`src/rtl/dit_pkg.sv`:
```
// Shared constants and the bit-reversal helper for the ping-pong DIT input store.
package dit_pkg;

    localparam int DATA_W_DEF = 12;
    localparam int N_LOG2_DEF = 4;
    localparam int N_LOG2_MAX = 10;
    localparam int OVR_W      = 8;

    localparam logic [OVR_W-1:0] OVR_MAX = '1;

    // Reverses the low 'width' bits of v; bits above 'width' come back as zero.
    function automatic logic [N_LOG2_MAX-1:0] bitrev(
        input logic [N_LOG2_MAX-1:0] v,
        input int                    width
    );
        logic [N_LOG2_MAX-1:0] r;
        logic [N_LOG2_MAX-1:0] s;
        r = '0;
        s = v;
        for (int i = 0; i < N_LOG2_MAX; i++) begin
            if (i < width) begin
                r = {r[N_LOG2_MAX-2:0], s[0]};
                s = s >> 1;
            end
        end
        return r;
    endfunction

endpackage

```
`src/rtl/dit_bank_ram.sv`:
```
// Two-bank sample storage addressed as {bank, addr}: one write port, one read
// port with a registered (enabled) output.
module dit_bank_ram #(
    parameter int DATA_W = 12,
    parameter int ADDR_W = 5
) (
    input  logic              clk,
    input  logic              rst_n,
    input  logic              we,
    input  logic [ADDR_W-1:0] wr_addr,
    input  logic [DATA_W-1:0] wr_data,
    input  logic              re,
    input  logic [ADDR_W-1:0] rd_addr,
    output logic [DATA_W-1:0] rd_data
);

    logic [DATA_W-1:0] mem [2**ADDR_W];
    logic [DATA_W-1:0] rd_data_reg;

    // Array contents are never reset so the storage maps onto block RAM.
    always_ff @(posedge clk) begin
        if (we) begin
            mem[wr_addr] <= wr_data;
        end
    end

    // Output register holds its value between enabled reads.
    always_ff @(posedge clk or negedge rst_n) begin
        if (!rst_n) begin
            rd_data_reg <= '0;
        end else if (re) begin
            rd_data_reg <= mem[rd_addr];
        end
    end

    assign rd_data = rd_data_reg;

endmodule

```
`src/rtl/dit_pingpong_store.sv`:
```
// Ping-pong input store for a DIT FFT: samples are written bit-reversed into
// alternating banks while the FFT reads the other bank in natural order.
module dit_pingpong_store
    import dit_pkg::*;
#(
    parameter int DATA_W = DATA_W_DEF,
    parameter int N_LOG2 = N_LOG2_DEF
) (
    input  logic              clk,
    input  logic              rst_n,
    input  logic              in_valid,
    input  logic [DATA_W-1:0] in_data,
    output logic              in_ready,
    output logic              frame_rdy,
    input  logic              rd_req,
    input  logic [N_LOG2-1:0] rd_addr,
    output logic [DATA_W-1:0] rd_data,
    output logic              rd_valid,
    input  logic              frame_done,
    output logic [OVR_W-1:0]  overrun_cnt
);

    localparam logic [N_LOG2-1:0] LAST_IDX = '1;

    logic [1:0]        full_reg, full_next;
    logic              wr_bank_reg, wr_bank_next;
    logic              rd_bank_reg, rd_bank_next;
    logic [N_LOG2-1:0] wr_cnt_reg, wr_cnt_next;
    logic [OVR_W-1:0]  overrun_reg, overrun_next;
    logic              rd_valid_reg;

    logic              accept;
    logic              drop;
    logic              complete;
    logic              release_bank;
    logic              rd_fire;
    logic [N_LOG2-1:0] wr_addr_rev;

    // Handshake status depends only on registered flags, never on the inputs.
    assign in_ready  = !full_reg[wr_bank_reg];
    assign frame_rdy = full_reg[rd_bank_reg];

    assign accept       = in_valid && in_ready;
    assign drop         = in_valid && !in_ready;
    assign complete     = accept && (wr_cnt_reg == LAST_IDX);
    assign release_bank = frame_done && frame_rdy;
    assign rd_fire      = rd_req && frame_rdy;

    assign wr_addr_rev = N_LOG2'(bitrev(N_LOG2_MAX'(wr_cnt_reg), N_LOG2));

    always_comb begin
        full_next    = full_reg;
        wr_bank_next = wr_bank_reg;
        rd_bank_next = rd_bank_reg;
        wr_cnt_next  = wr_cnt_reg;
        overrun_next = overrun_reg;

        // A release always targets a full bank and a completion an empty one,
        // so both can land in the same cycle without interfering.
        if (release_bank) begin
            full_next[rd_bank_reg] = 1'b0;
            rd_bank_next           = !rd_bank_reg;
        end

        if (accept) begin
            wr_cnt_next = wr_cnt_reg + 1'b1;
            if (complete) begin
                full_next[wr_bank_reg] = 1'b1;
                wr_bank_next           = !wr_bank_reg;
            end
        end

        if (drop && (overrun_reg != OVR_MAX)) begin
            overrun_next = overrun_reg + 1'b1;
        end
    end

    always_ff @(posedge clk or negedge rst_n) begin
        if (!rst_n) begin
            full_reg     <= '0;
            wr_bank_reg  <= 1'b0;
            rd_bank_reg  <= 1'b0;
            wr_cnt_reg   <= '0;
            overrun_reg  <= '0;
            rd_valid_reg <= 1'b0;
        end else begin
            full_reg     <= full_next;
            wr_bank_reg  <= wr_bank_next;
            rd_bank_reg  <= rd_bank_next;
            wr_cnt_reg   <= wr_cnt_next;
            overrun_reg  <= overrun_next;
            rd_valid_reg <= rd_fire;
        end
    end

    dit_bank_ram #(
        .DATA_W (DATA_W),
        .ADDR_W (N_LOG2 + 1)
    ) u_ram (
        .clk     (clk),
        .rst_n   (rst_n),
        .we      (accept),
        .wr_addr ({wr_bank_reg, wr_addr_rev}),
        .wr_data (in_data),
        .re      (rd_fire),
        .rd_addr ({rd_bank_reg, rd_addr}),
        .rd_data (rd_data)
    );

    assign rd_valid    = rd_valid_reg;
    assign overrun_cnt = overrun_reg;

endmodule

```
`config.mk`:
```
export PLATFORM = sky130hd
export DESIGN_NAME = dit_pingpong_store
export DESIGN_NICKNAME = d
export VERILOG_FILES = /design/src/rtl/dit_pkg.sv /design/src/rtl/dit_bank_ram.sv /design/src/rtl/dit_pingpong_store.sv
export SDC_FILE = /design/constraint.sdc
export NUM_CORES = 1
export LEC_CHECK = 0
export ABC_AREA = 1
export ABC_CLOCK_PERIOD_IN_PS = 2700
export BUFFER_PORTS_ARGS = -buffer_cell sky130_fd_sc_hd__clkbuf_2
export CORE_MARGIN = 3
export CORE_UTILIZATION = 40
export DETAILED_ROUTE_END_ITERATION = 8
export SLEW_MARGIN = 10
export SYNTH_ARGS = -nofsm -noshare
export SYNTH_HDL_FRONTEND = slang
export SYNTH_HIERARCHICAL = 1
export SYNTH_SLANG_ARGS = --single-unit
export TNS_END_PERCENT = 50
```
`constraint.sdc`:
```
create_clock -name clk -period 2.7 [get_ports clk]
set_clock_uncertainty 0.2 [all_clocks]
set_input_delay 0.675 -clock clk [delete_from_list [all_inputs] [get_ports clk]]
set_output_delay 0.675 -clock clk [all_outputs]
set_load 0.02 [all_outputs]
```
=== Word level (Yosys, flattened, before mapping) ===
Memories as Yosys holds them, arrays and structs flattened. A register that Yosys moved wholly into a read port is not among the register bits.
Cells that the tools add are included.

* Flip-flop bits (word level): 17
* Bits in latches: 0
* RAM bits: 384
* ROM bits: 0
* Input port bits: 21
* Memories kept: 1

* $add $sub $neg: 2
* $mul: 0
* Div/mod/pow operators: 0
* Order comparisons: 4
* Eq/ne operators: 2
* Shift-type cells: 0
* Multiplexer cells: 13
* Bitwise gates (word level): 3
* Reduce and logical (&&, ||, !) cells: 13

{| class="wikitable"
|+ Memories
! name !! words !! bits a word !! read ports !! clocked after Yosys merged registers in !! write ports !! line !! RTL
|-
| u_ram.mem || 32 || 12 || 1 || 1 || 1 || dit_bank_ram.sv:17 || <nowiki>logic [DATA_W-1:0] mem [2**ADDR_W];</nowiki>
|}

{| class="wikitable"
|+ Operator list
! kind !! count
|-
| adder 8 x 1 -> 8 bit (second input constant) || 1
|-
| logical AND 1 bit || 8
|-
| 2-to-1 mux 1 bit || 8
|-
| inequality test 8 bit (second input constant) || 1
|-
| 2-to-1 mux 2 bit || 3
|-
| adder 4 x 1 -> 4 bit (second input constant) || 1
|-
| == test 4 bit (second input constant) || 1
|-
| logical NOT 1 bit || 4
|-
| < comparator 1 x 2 -> 1 bit (second input constant) || 2
|-
| AND 2 bit || 1
|-
| demux 1 bit (select 1 bit) || 2
|-
| >= comparator 1 bit (second input constant) || 2
|-
| NOT 2 bit || 1
|-
| OR 2 bit || 1
|-
| AND reduction 2 bit || 1
|}

=== Logic depth before layout (Yosys ltp) ===
Gate-level depths: netlist of run 1.

* Word-level depth: 10
* Mapped depth: 11
* Gate-level depth less buffers: 9

=== Hierarchy ===
The synthesis of run 1 kept the hierarchy.

{| class="wikitable"
|+ By module, submodules not included
! module !! instances !! cells each !! area an instance (µm²)
|-
| dit_bank_ram || 1 || 1361 || 15972.8
|-
| dit_pingpong_store || 1 || 120 || 932.1
|}

=== Least setup slack after synthesis of run 1 ===
OpenSTA, ideal clock, no wires.

* Kind: register to register
* Start: reg wr_bank_reg
* End: mem u_ram.mem[11][0] (enable)
* Library setup time: 0.380 ns
* Arrival: 1.709 ns
* Data required time: 2.120 ns
* Setup slack: 0.410 ns
* Stages on the path, launching flop included: 7
* Buffers on the path: 0
* Clock period less this slack: 2.290 ns
* Path through: dfrtp_1 -> nand2_1 -> nand2_2 -> nand2_4 -> inv_4 -> nand3_1 -> nor2_1

* Cells in the longest elaborated chain, start to end: 6

{| class="wikitable"
|+ Ends and longest elaborated chain
! item !! line !! RTL
|-
| start: declaration || dit_pingpong_store.sv:26 || <nowiki>logic wr_bank_reg, wr_bank_next;</nowiki>
|-
| start signal: assignment || dit_pingpong_store.sv:88 || <nowiki>wr_bank_reg <= wr_bank_next;</nowiki>
|-
| 2-to-1 mux 1 bit (not written as such) (2 in a row) || dit_pingpong_store.sv:40 || <nowiki>assign in_ready = !full_reg[wr_bank_reg];</nowiki>
|-
| logical NOT 1 bit || dit_pingpong_store.sv:40 ||
|-
| named net in_ready || dit_pingpong_store.sv:13 || <nowiki>output logic in_ready,</nowiki>
|-
| logical AND 1 bit || dit_pingpong_store.sv:43 || <nowiki>assign accept = in_valid && in_ready;</nowiki>
|-
| named net accept || dit_pingpong_store.sv:32 || <nowiki>logic accept;</nowiki>
|-
| 2-to-1 mux 1 bit || dit_bank_ram.sv:22 || <nowiki>if (we) begin</nowiki>
|-
| 2-to-1 mux 1 bit (not written as such) || dit_bank_ram.sv:23 || <nowiki>mem[wr_addr] <= wr_data;</nowiki>
|-
| end: declaration || dit_bank_ram.sv:17 ||
|}

The timed path passes the listed nets, and every way through them passes these cells. The select of a mux whose other input is x is not followed.

=== Final worst setup path of run 1 ===
* Start: reg wr_bank_reg
* End: mem u_ram.mem[12][11] (enable)

* Cells in the longest elaborated chain, start to end: 6

{| class="wikitable"
|+ Ends and longest elaborated chain
! item !! line
|-
| 2-to-1 mux 1 bit (not written as such) (2 in a row) || dit_pingpong_store.sv:40
|-
| logical NOT 1 bit || dit_pingpong_store.sv:40
|-
| logical AND 1 bit || dit_pingpong_store.sv:43
|-
| named net accept || dit_pingpong_store.sv:32
|-
| 2-to-1 mux 1 bit || dit_bank_ram.sv:22
|-
| 2-to-1 mux 1 bit (not written as such) || dit_bank_ram.sv:23
|}

The timed path passes the listed nets, and every way through them passes these cells. The select of a mux whose other input is x is not followed.

==> flow_metrics.tcl, run 1 <==
set metrics [dict create \
    ant_nets 0 \
    ys.flop_type "edfxtp_1" \
    cts_resized 0 \
    post_drt_wl_per_cell_um 20.21 \
    synth_area_leaders "edfxtp_1 68%, nand2_1 12%, nand3_1 10%, dfrtp_1 4.3%, buf_2 1.4%" \
    grt_max_degree 70 \
    slew_viol_final 0 \
    drive_gt1_frac 0.1133 \
    clock.fmax_mhz 398.6 \
    fin_nets 1571 \
    largest_register_ffs 384 \
    via_per_inst 5.314 \
    syn_to_final_growth_pct 13.57 \
    timing.final.crit_share 0.9292 \
    clk_path_buf_depth 3 \
    grt_pass1_vias 10740 \
    routabilityCongestion 0.8351 \
    synth_enable_flop_cells 384 \
    cp-end-kind "flip-flop" \
    tightestPinTransition_ps 922.5 \
    clk_latency_ps 530 \
    rsz0062_at_grt "no" \
    hold_ws_ps 49.55 \
    drt_iter0_markers 1153 \
    cts_buffers 42 \
    yosysMostFrequentCell "nand2_1" \
    cp_max_fo 12 \
    netlist_area_mm2 0.01690 \
    antenna_found_initial 0 \
    route.detailed.drc 0 \
    power_leakage_uw 0.007248 \
    ys_seq_elements 413 \
    arrival_ps 2520 \
    fp-row-count 74 \
    place_hpwl_mm 25.10 \
    hold_viol 0 \
    yosysTopAreaCellShare 0.6821 \
    htree_levels 2 \
    ff_latch_area_mm2 0.01226 \
    cts.sinks 413 \
    grt_first_pass_wirelength_mm 65.41 \
    synth.distinct_cells 24 \
    core_area_mm2 0.04129 \
    wl_mm 42.68 \
    syn_avg_cell_area_um2 11.41 \
    peakVddDrop_mv 0.6818 \
    fill_cells 3766 \
    cts_hold_buf 0 \
    worstSetupPathType "reg2reg" \
    synth_nets 1504 \
    initial_core_util 0.4094 \
    cts-root-buf "clkbuf_16" \
    async_reset_ff_frac 0.07022 \
    cts_tree "done" \
    port_buffers 43 \
    die_h_um 211.6 \
    start_kind "flip-flop" \
    synthTopCellsByCount "556 x nand2_1, 384 x edfxtp_1, 342 x nand3_1" \
    relSlewSlack 0.3843 \
    overflow 0 \
    ys_seq_area_frac 0.7250 \
    finalSetupTns_ps 0 \
    vias 11220 \
    diodes 0 \
    status "complete, no violations" \
    yosysWarnings 6 \
    finalSetupViolations 0 \
    post_cts_buffers 0 \
    worstHoldPathType "in2async" \
    drt-pass1-iter-count 5 \
    num_io_pins 44 \
    syn-instance-count 1481 \
    required_ps 2710 \
    power_density_mw_per_mm2 767.4 \
    fin_crit_ps 2509 \
    synth_area_leader_cell "edfxtp_1" \
    die_w_um 211.6 \
    dieArea_mm2 0.04477 \
    clk_pin_slew_ps 60 \
    multi_input_area_mm2 0.004138 \
    cap_violations 0 \
    grt_util_all_layers 0.1917 \
]
layer usage:
layer,vias up,GRT usage,wire length [um]
li1,5259,-,-
met1,5559,0.2734,18510
met2,352,0.3062,20300
met3,54,0.03320,2891
met4,0,0.05358,981
met5,-,0,0
critical path, cell delays in order (launching register included):
cell and delay (ps):
dfrtp_1 570, nand2_1 170, nand2_2 130, nand2_4 80
inv_4 110, nand3_1 400, nor2_1 230, buf_4 270
cell type report:
type                    instances  area share
clock buffers                  47     0.05683
clock inverters                29    0.007103
inverters                      27    0.005735
multi-input cells             959      0.2155
flip-flops and latches        413      0.6384
well taps                     532     0.03467
repair buffers                105     0.04177
cells in the final DEF (no fill, tap or decap), types with 9 or more instances in the layout:
cell / count
nor2_1: 34
buf_4: 54
dfrtp_1: 29
clkinv_1: 14
nand2_1: 556
edfxtp_1: 384
nand3_1: 342
buf_12: 9
clkbuf_16: 43
clkbuf_2: 41
inv_1: 22
clkinv_2: 13
kinds of logic (layout without fill, tap and decap cells):
kind of cell               Yosys count  count (layout)  share of synthesized area
xor gates and xnor gates             5               5                   0.002591
buffers and inverters              109             208                    0.03020
adders and majority gates            2               2                   0.001480
AOI/OAI and AO/OA                    7               7                   0.002072
DFF                                413             413                     0.7250
and+or+nand+nor                    945             945                     0.2386
worst paths after layout:
kind / from / endpoint / slack [ps] / depth (start not counted)
worst max-delay path: wr_bank_reg$_DFFE_PN0P_ / u_ram/mem[12][11]$_DFFE_PP_ / 190 / 7
worst min-delay path: rst_n / overrun_cnt[7]$_DFFE_PN0P_ / 50 / 1
worst max register to register: wr_bank_reg$_DFFE_PN0P_ / u_ram/mem[12][11]$_DFFE_PP_ / 190 / 7
worst min register to register: u_ram/rd_data[11]$_DFFE_PN0P_ / u_ram/rd_data[11]$_DFFE_PN0P_ / 280 / 2
max in group asynchronous: rst_n / u_ram/rd_data[6]$_DFFE_PN0P_ / 1700 / 1
min in group clk: frame_done / rd_bank_reg$_DFFE_PN0N_ / 220 / 3
metrics by stage:
stage	setup slack (ps)	instances	total power (uW)	utilization	area [um2]
after floorplan	410.3	1481	8793	-	16910
final	191.2	2112	14730	0.4649	19200
after CTS	225.3	2112	14830	0.4649	19200
after global placement	129.4	2036	9615	0.4352	17970
after detailed placement	126.6	2036	9644	0.4352	17970
after global routing	117.5	2112	15330	0.4649	19200
report_power, final:
| part | internal (uW) | switching, uW | total, uW |
|---|---|---|---|
| clock | 2900 | 2330 | 5220 |
| combinational | 507 | 1360 | 1860 |
| sequential | 7410 | 239 | 7650 |
Note: power is estimated with default switching activity, not from simulation.
==> run 2, diff against run 1 <==
--- a/config.mk
+++ b/config.mk
@@ -6,11 +6,12 @@
 export NUM_CORES = 1
 export LEC_CHECK = 0
 export ABC_AREA = 1
-export ABC_CLOCK_PERIOD_IN_PS = 2700
+export ABC_CLOCK_PERIOD_IN_PS = 3180
 export BUFFER_PORTS_ARGS = -buffer_cell sky130_fd_sc_hd__clkbuf_2
 export CORE_MARGIN = 3
 export CORE_UTILIZATION = 40
 export DETAILED_ROUTE_END_ITERATION = 8
+export PLACE_DENSITY_LB_ADDON = 0.2
 export SLEW_MARGIN = 10
 export SYNTH_ARGS = -nofsm -noshare
 export SYNTH_HDL_FRONTEND = slang
==> constraint.sdc (replaced) <==
create_clock -name clk -period 3.18 [get_ports clk]
set_clock_uncertainty 0.2 [all_clocks]
set_input_delay 0.795 -clock clk [delete_from_list [all_inputs] [get_ports clk]]
set_output_delay 0.795 -clock clk [all_outputs]
set_load 0.02 [all_outputs]
==> flow_metrics.tcl, run 2 (synthesis results as in run 1) <==
set metrics [dict create \
    hold_viol 0 \
    cap_violations 0 \
    ant_nets 0 \
    drt_iter0_markers 967 \
    via_per_inst 5.236 \
    cts_hold_buf 0 \
    power_density_mw_per_mm2 678.1 \
    dp_cells 2033 \
    dpl_worst_slack_ps 474.5 \
    reg2reg_depth 8 \
    overflow 0 \
    fill_cells 3776 \
    place_hpwl_mm 25.33 \
    clock.fmax_mhz 389.7 \
    routabilityCongestion 0.8142 \
    post_drt_wl_per_cell_um 20.51 \
    arrival_ps 1570 \
    cts-root-buf "clkbuf_16" \
    vias 11080 \
    cp-end-kind "output port" \
    initial_core_util 0.4094 \
    grt_first_pass_wirelength_mm 65.67 \
    grt_util_all_layers 0.1946 \
    required_ps 2180 \
    largest_register_ffs 384 \
    cts_resized 0 \
    die_h_um 211.6 \
    critical_path_buf_inv_count 1 \
    wl_mm 43.39 \
    clk_path_buf_depth 3 \
    fin_util 0.4694 \
    peakVddDrop_mv 0.4462 \
    dieArea_mm2 0.04477 \
    cts_buffers 44 \
    start_kind "flip-flop" \
    fin_cells 2116 \
    num_io_pins 44 \
    critPathTopFamily "flip-flops" \
    clk_latency_ps 580 \
    timing.final.crit_share 0.8069 \
    port_buffers 43 \
    fin_crit_ps 2566 \
    slew_viol_final 0 \
    grt_max_degree 63 \
    worstHoldPathType "in2async" \
    htree_levels 2 \
    cp_max_fo 9 \
    antenna_found_initial 0 \
    final_common_cell "nand2_1" \
    cp_num_cells 3 \
    drive_gt1_frac 0.1118 \
    finalSetupTns_ps 0 \
    layout_setup_ws_ps 614.1 \
    clk_pin_slew_ps 60 \
    post_cts_buffers 0 \
    power_leakage_uw 0.007312 \
    finalSetupViolations 0 \
    crit_chain "nand2_1 > nand2_2 > clkbuf_2" \
    relSlewSlack 0.4039 \
    grt_pass1_vias 10710 \
    fp-row-count 74 \
    place_area_mm2 0.01795 \
    stdcell_area_mm2 0.01938 \
    cts.sinks 413 \
    layout_common_cells "556 x nand2_1, 384 x edfxtp_1, 342 x nand3_1, 51 x buf_4, 44 x clkbuf_16" \
    critPathMaxStageDelay_ps 550 \
    cpMaxStageDelayCell "dfrtp_1" \
    drt-pass1-iter-count 5 \
    fin_nets 1570 \
    status "complete, no violations" \
    cts_tree "done" \
    worstSetupPathType "reg2out" \
    core_area_mm2 0.04129 \
    rsz0062_at_grt "no" \
    route.detailed.drc 0 \
    tightestPinTransition_ps 894.2 \
    die_w_um 211.6 \
    syn_to_final_growth_pct 14.67 \
]
==> run 2: cell types whose count changed in the layout (fill, tap and decap cells not counted) <==
cell / delta
clkbuf_16: +1
diode_2: +1
clkinv_2: -8
clkinvlp_4: -1
clkinv_8: +1
buf_4: -3
clkinv_1: -8
inv_16: +1
bufinv_16: +5
clkbuf_8: +1
inv_1: -1
clkbuf_1: +14
inv_6: +1
==> run 2: cell type report <==
type | instances | area (um2) | share of cell area
Sequential cell | 413 | 12260 | 0.6323
Inverter | 27 | 110.1 | 0.005680
Tap cell | 532 | 665.6 | 0.03434
Multi-Input combinational cell | 959 | 4138 | 0.2135
Timing Repair Buffer | 102 | 779.5 | 0.04021
Antenna cell | 1 | 2.502 | 0.0001291
Clock buffer | 63 | 1182 | 0.06100
Clock inverter | 19 | 250.2 | 0.01291
==> run 2: per-stage QoR <==
stage,hold slack (ps),power [uW]
finish,122.7,13150
global route,174.5,13660
CTS,109.0,13280
detailed placement,297.4,8174
global placement,292.7,8153
floorplan,270.4,7466
==> run 2: final timing paths <==
| path | slack [ps] | from | to |
|---|---|---|---|
| setup / recovery | 610 | wr_bank_reg$_DFFE_PN0P_ | in_ready |
| hold / removal | 120 | rst_n | overrun_cnt[4]$_DFFE_PN0P_ |
| setup reg to reg | 750 | wr_bank_reg$_DFFE_PN0P_ | u_ram/mem[10][8]$_DFFE_PP_ |
| hold reg to reg | 300 | u_ram/rd_data[2]$_DFFE_PN0P_ | u_ram/rd_data[2]$_DFFE_PN0P_ |
| max in group asynchronous | 2120 | rst_n | u_ram/rd_data[7]$_DFFE_PN0P_ |
| min in group clk | 300 | u_ram/rd_data[2]$_DFFE_PN0P_ | u_ram/rd_data[2]$_DFFE_PN0P_ |
==> run 2: metal layers <==
metal | up-vias | track usage | part of all wire
li1 | 5277 | - | -
met1 | 5473 | 0.2833 | 0.46
met2 | 273 | 0.3069 | 0.47
met3 | 56 | 0.02623 | 0.051
met4 | 0 | 0.06005 | 0.023
met5 | - | 0 | 0
==> run 2: where the power goes <==
part	switching [uW]	total [uW]	leakage (uW)	internal, uW
logic	1150	1580	0.00278	430
clock network	2080	5090	0.000691	3020
registers	185	6470	0.00384	6290
total	3410	13100	0.00731	9740
==> run 3, diff against run 2 <==
--- a/config.mk
+++ b/config.mk
@@ -6,7 +6,7 @@
 export NUM_CORES = 1
 export LEC_CHECK = 0
 export ABC_AREA = 1
-export ABC_CLOCK_PERIOD_IN_PS = 3180
+export ABC_CLOCK_PERIOD_IN_PS = 2300
 export BUFFER_PORTS_ARGS = -buffer_cell sky130_fd_sc_hd__clkbuf_2
 export CORE_MARGIN = 3
 export CORE_UTILIZATION = 40
==> constraint.sdc (replaced) <==
create_clock -name clk -period 2.3 [get_ports clk]
set_clock_uncertainty 0.2 [all_clocks]
set_input_delay 0.575 -clock clk [delete_from_list [all_inputs] [get_ports clk]]
set_output_delay 0.575 -clock clk [all_outputs]
set_load 0.02 [all_outputs]
==> flow_metrics.tcl, run 3 (synthesis results as in run 1) <==
set metrics [dict create \
    status "complete, no violations" \
    final_common_cell "nand2_1" \
    initial_core_util 0.4094 \
    slew_viol_final 0 \
    drt_iter0_markers 953 \
    wl_mm 43.80 \
    route.detailed.drc 0 \
    cp-end-kind "output port" \
    hold_ws_ps 84.87 \
    largest_register_ffs 384 \
    power_leakage_uw 0.007507 \
    fin_nets 1592 \
    via_per_inst 5.228 \
    drt-pass1-iter-count 5 \
    grt_pass1_vias 11000 \
    grt_first_pass_wirelength_mm 67.40 \
    fin_crit_ps 2207 \
    finalSetupViolations 0 \
    start_kind "flip-flop" \
    worstSetupPathType "reg2out" \
    num_io_pins 44 \
    timing.final.crit_share 0.9596 \
    fp-row-count 74 \
    grt_max_degree 80 \
    overflow 0 \
    place_area_mm2 0.01857 \
    die_h_um 211.6 \
    cts-root-buf "clkbuf_16" \
    diodes 0 \
    antenna_found_initial 0 \
    die_w_um 211.6 \
    cap_violations 0 \
    clk_latency_ps 550 \
    grt_util_all_layers 0.1993 \
    cts_tree "done" \
    clk_path_buf_depth 3 \
    routabilityCongestion 0.8183 \
    power_density_mw_per_mm2 899.5 \
    power_uw 17890 \
    place_hpwl_mm 26.18 \
    tightestPinTransition_ps 948.0 \
    hold_viol 0 \
    arrival_ps 1430 \
    stdcell_area_mm2 0.01989 \
    finalSetupTns_ps 0 \
    required_ps 1520 \
    fill_cells 3743 \
    drive_gt1_frac 0.1274 \
    syn_to_final_growth_pct 17.67 \
    relSlewSlack 0.3673 \
    post_drt_wl_per_cell_um 20.54 \
    vias 11150 \
    rsz0062_at_grt "no" \
    cts.sinks 413 \
    layout_common_cells "556 x nand2_1, 384 x edfxtp_1, 342 x nand3_1, 45 x clkbuf_16, 45 x buf_12" \
    htree_levels 2 \
    port_buffers 43 \
    dpl_worst_slack_ps 22.63 \
    clock.fmax_mhz 453.1 \
    worstHoldPathType "in2reg" \
    dieArea_mm2 0.04477 \
    post_cts_buffers 0 \
    cp_max_fo 3 \
    cts_buffers 43 \
    clk_pin_slew_ps 60 \
    ant_nets 0 \
    core_area_mm2 0.04129 \
    peakVddDrop_mv 0.6395 \
    layout_setup_ws_ps 93.01 \
]
## run 3: cell count changes in the layout (fill, tap and decap cells not counted), moves of 2 or more
cell       before  now
clkinv_2        5   14
buf_12          9   45
bufinv_16       5    1
buf_4          51   37
clkbuf_1       18   10
inv_6           3    1
## run 3: stage by stage
step	utilization	std cells
6_report	0.4817	2133
5_1_grt	0.4817	2133
4_1_cts	0.4817	2133
3_5_place_dp	0.4496	2055
3_3_place_gp	0.4496	2055
2_1_floorplan	-	1481
## run 3: layer usage
metal  GRT usage  share of wire  routed length [um]  up-vias
met5           0              0                   0        -
met4     0.06582          0.026                1145        0
met3     0.02845          0.060                2630       67
met2      0.3163           0.47               20610      302
met1      0.2854           0.44               19410     5464
li1            -              -                   -     5318
## run 3: final timing paths
kind	startpoint	to	slack, ps	depth (start not counted)
min reg2reg	u_ram/rd_data[2]$_DFFE_PN0P_	u_ram/rd_data[2]$_DFFE_PN0P_	290	2
min in group asynchronous	rst_n	overrun_cnt[1]$_DFFE_PN0P_	420	3
max reg2reg	full_reg[1]$_DFF_PN0_	u_ram/mem[7][1]$_DFFE_PP_	230	9
max	rd_bank_reg$_DFFE_PN0N_	frame_rdy	90	4
max in group asynchronous	rst_n	rd_bank_reg$_DFFE_PN0N_	1140	3
min	frame_done	rd_bank_reg$_DFFE_PN0N_	80	3
## run 3: layout make-up
type,instances,area (um2),share of cell area
inverters,27,110.1,0.005535
clock inverters,20,125.1,0.006290
multi-input cells,959,4138,0.2080
flip-flops and latches,413,12260,0.6162
clock buffers,57,1191,0.05988
well taps,532,665.6,0.03346
repair buffers,125,1405,0.07063
## run 3: timing repair
action / in CTS / in global routing
gates resized for setup: 0 / 2
hold buffers: 1 / 0
endpoints found under the setup margin: 0 / 1
endpoints found under the hold margin: 29 / 0
## run 3: power by group
| part | switching [uW] | internal [uW] | total [uW] |
|---|---|---|---|
| clock network | 2810 | 3750 | 6550 |
| registers | 252 | 8690 | 8940 |
| logic | 1650 | 746 | 2400 |
| total | 4710 | 13200 | 17900 |
## run 3: critical path, stage by stage, from the launching register on
cell and delay [ps]:
dfrtp_2 440, inv_1 100, nand2_1 70, o21ai_1 90, buf_2 180
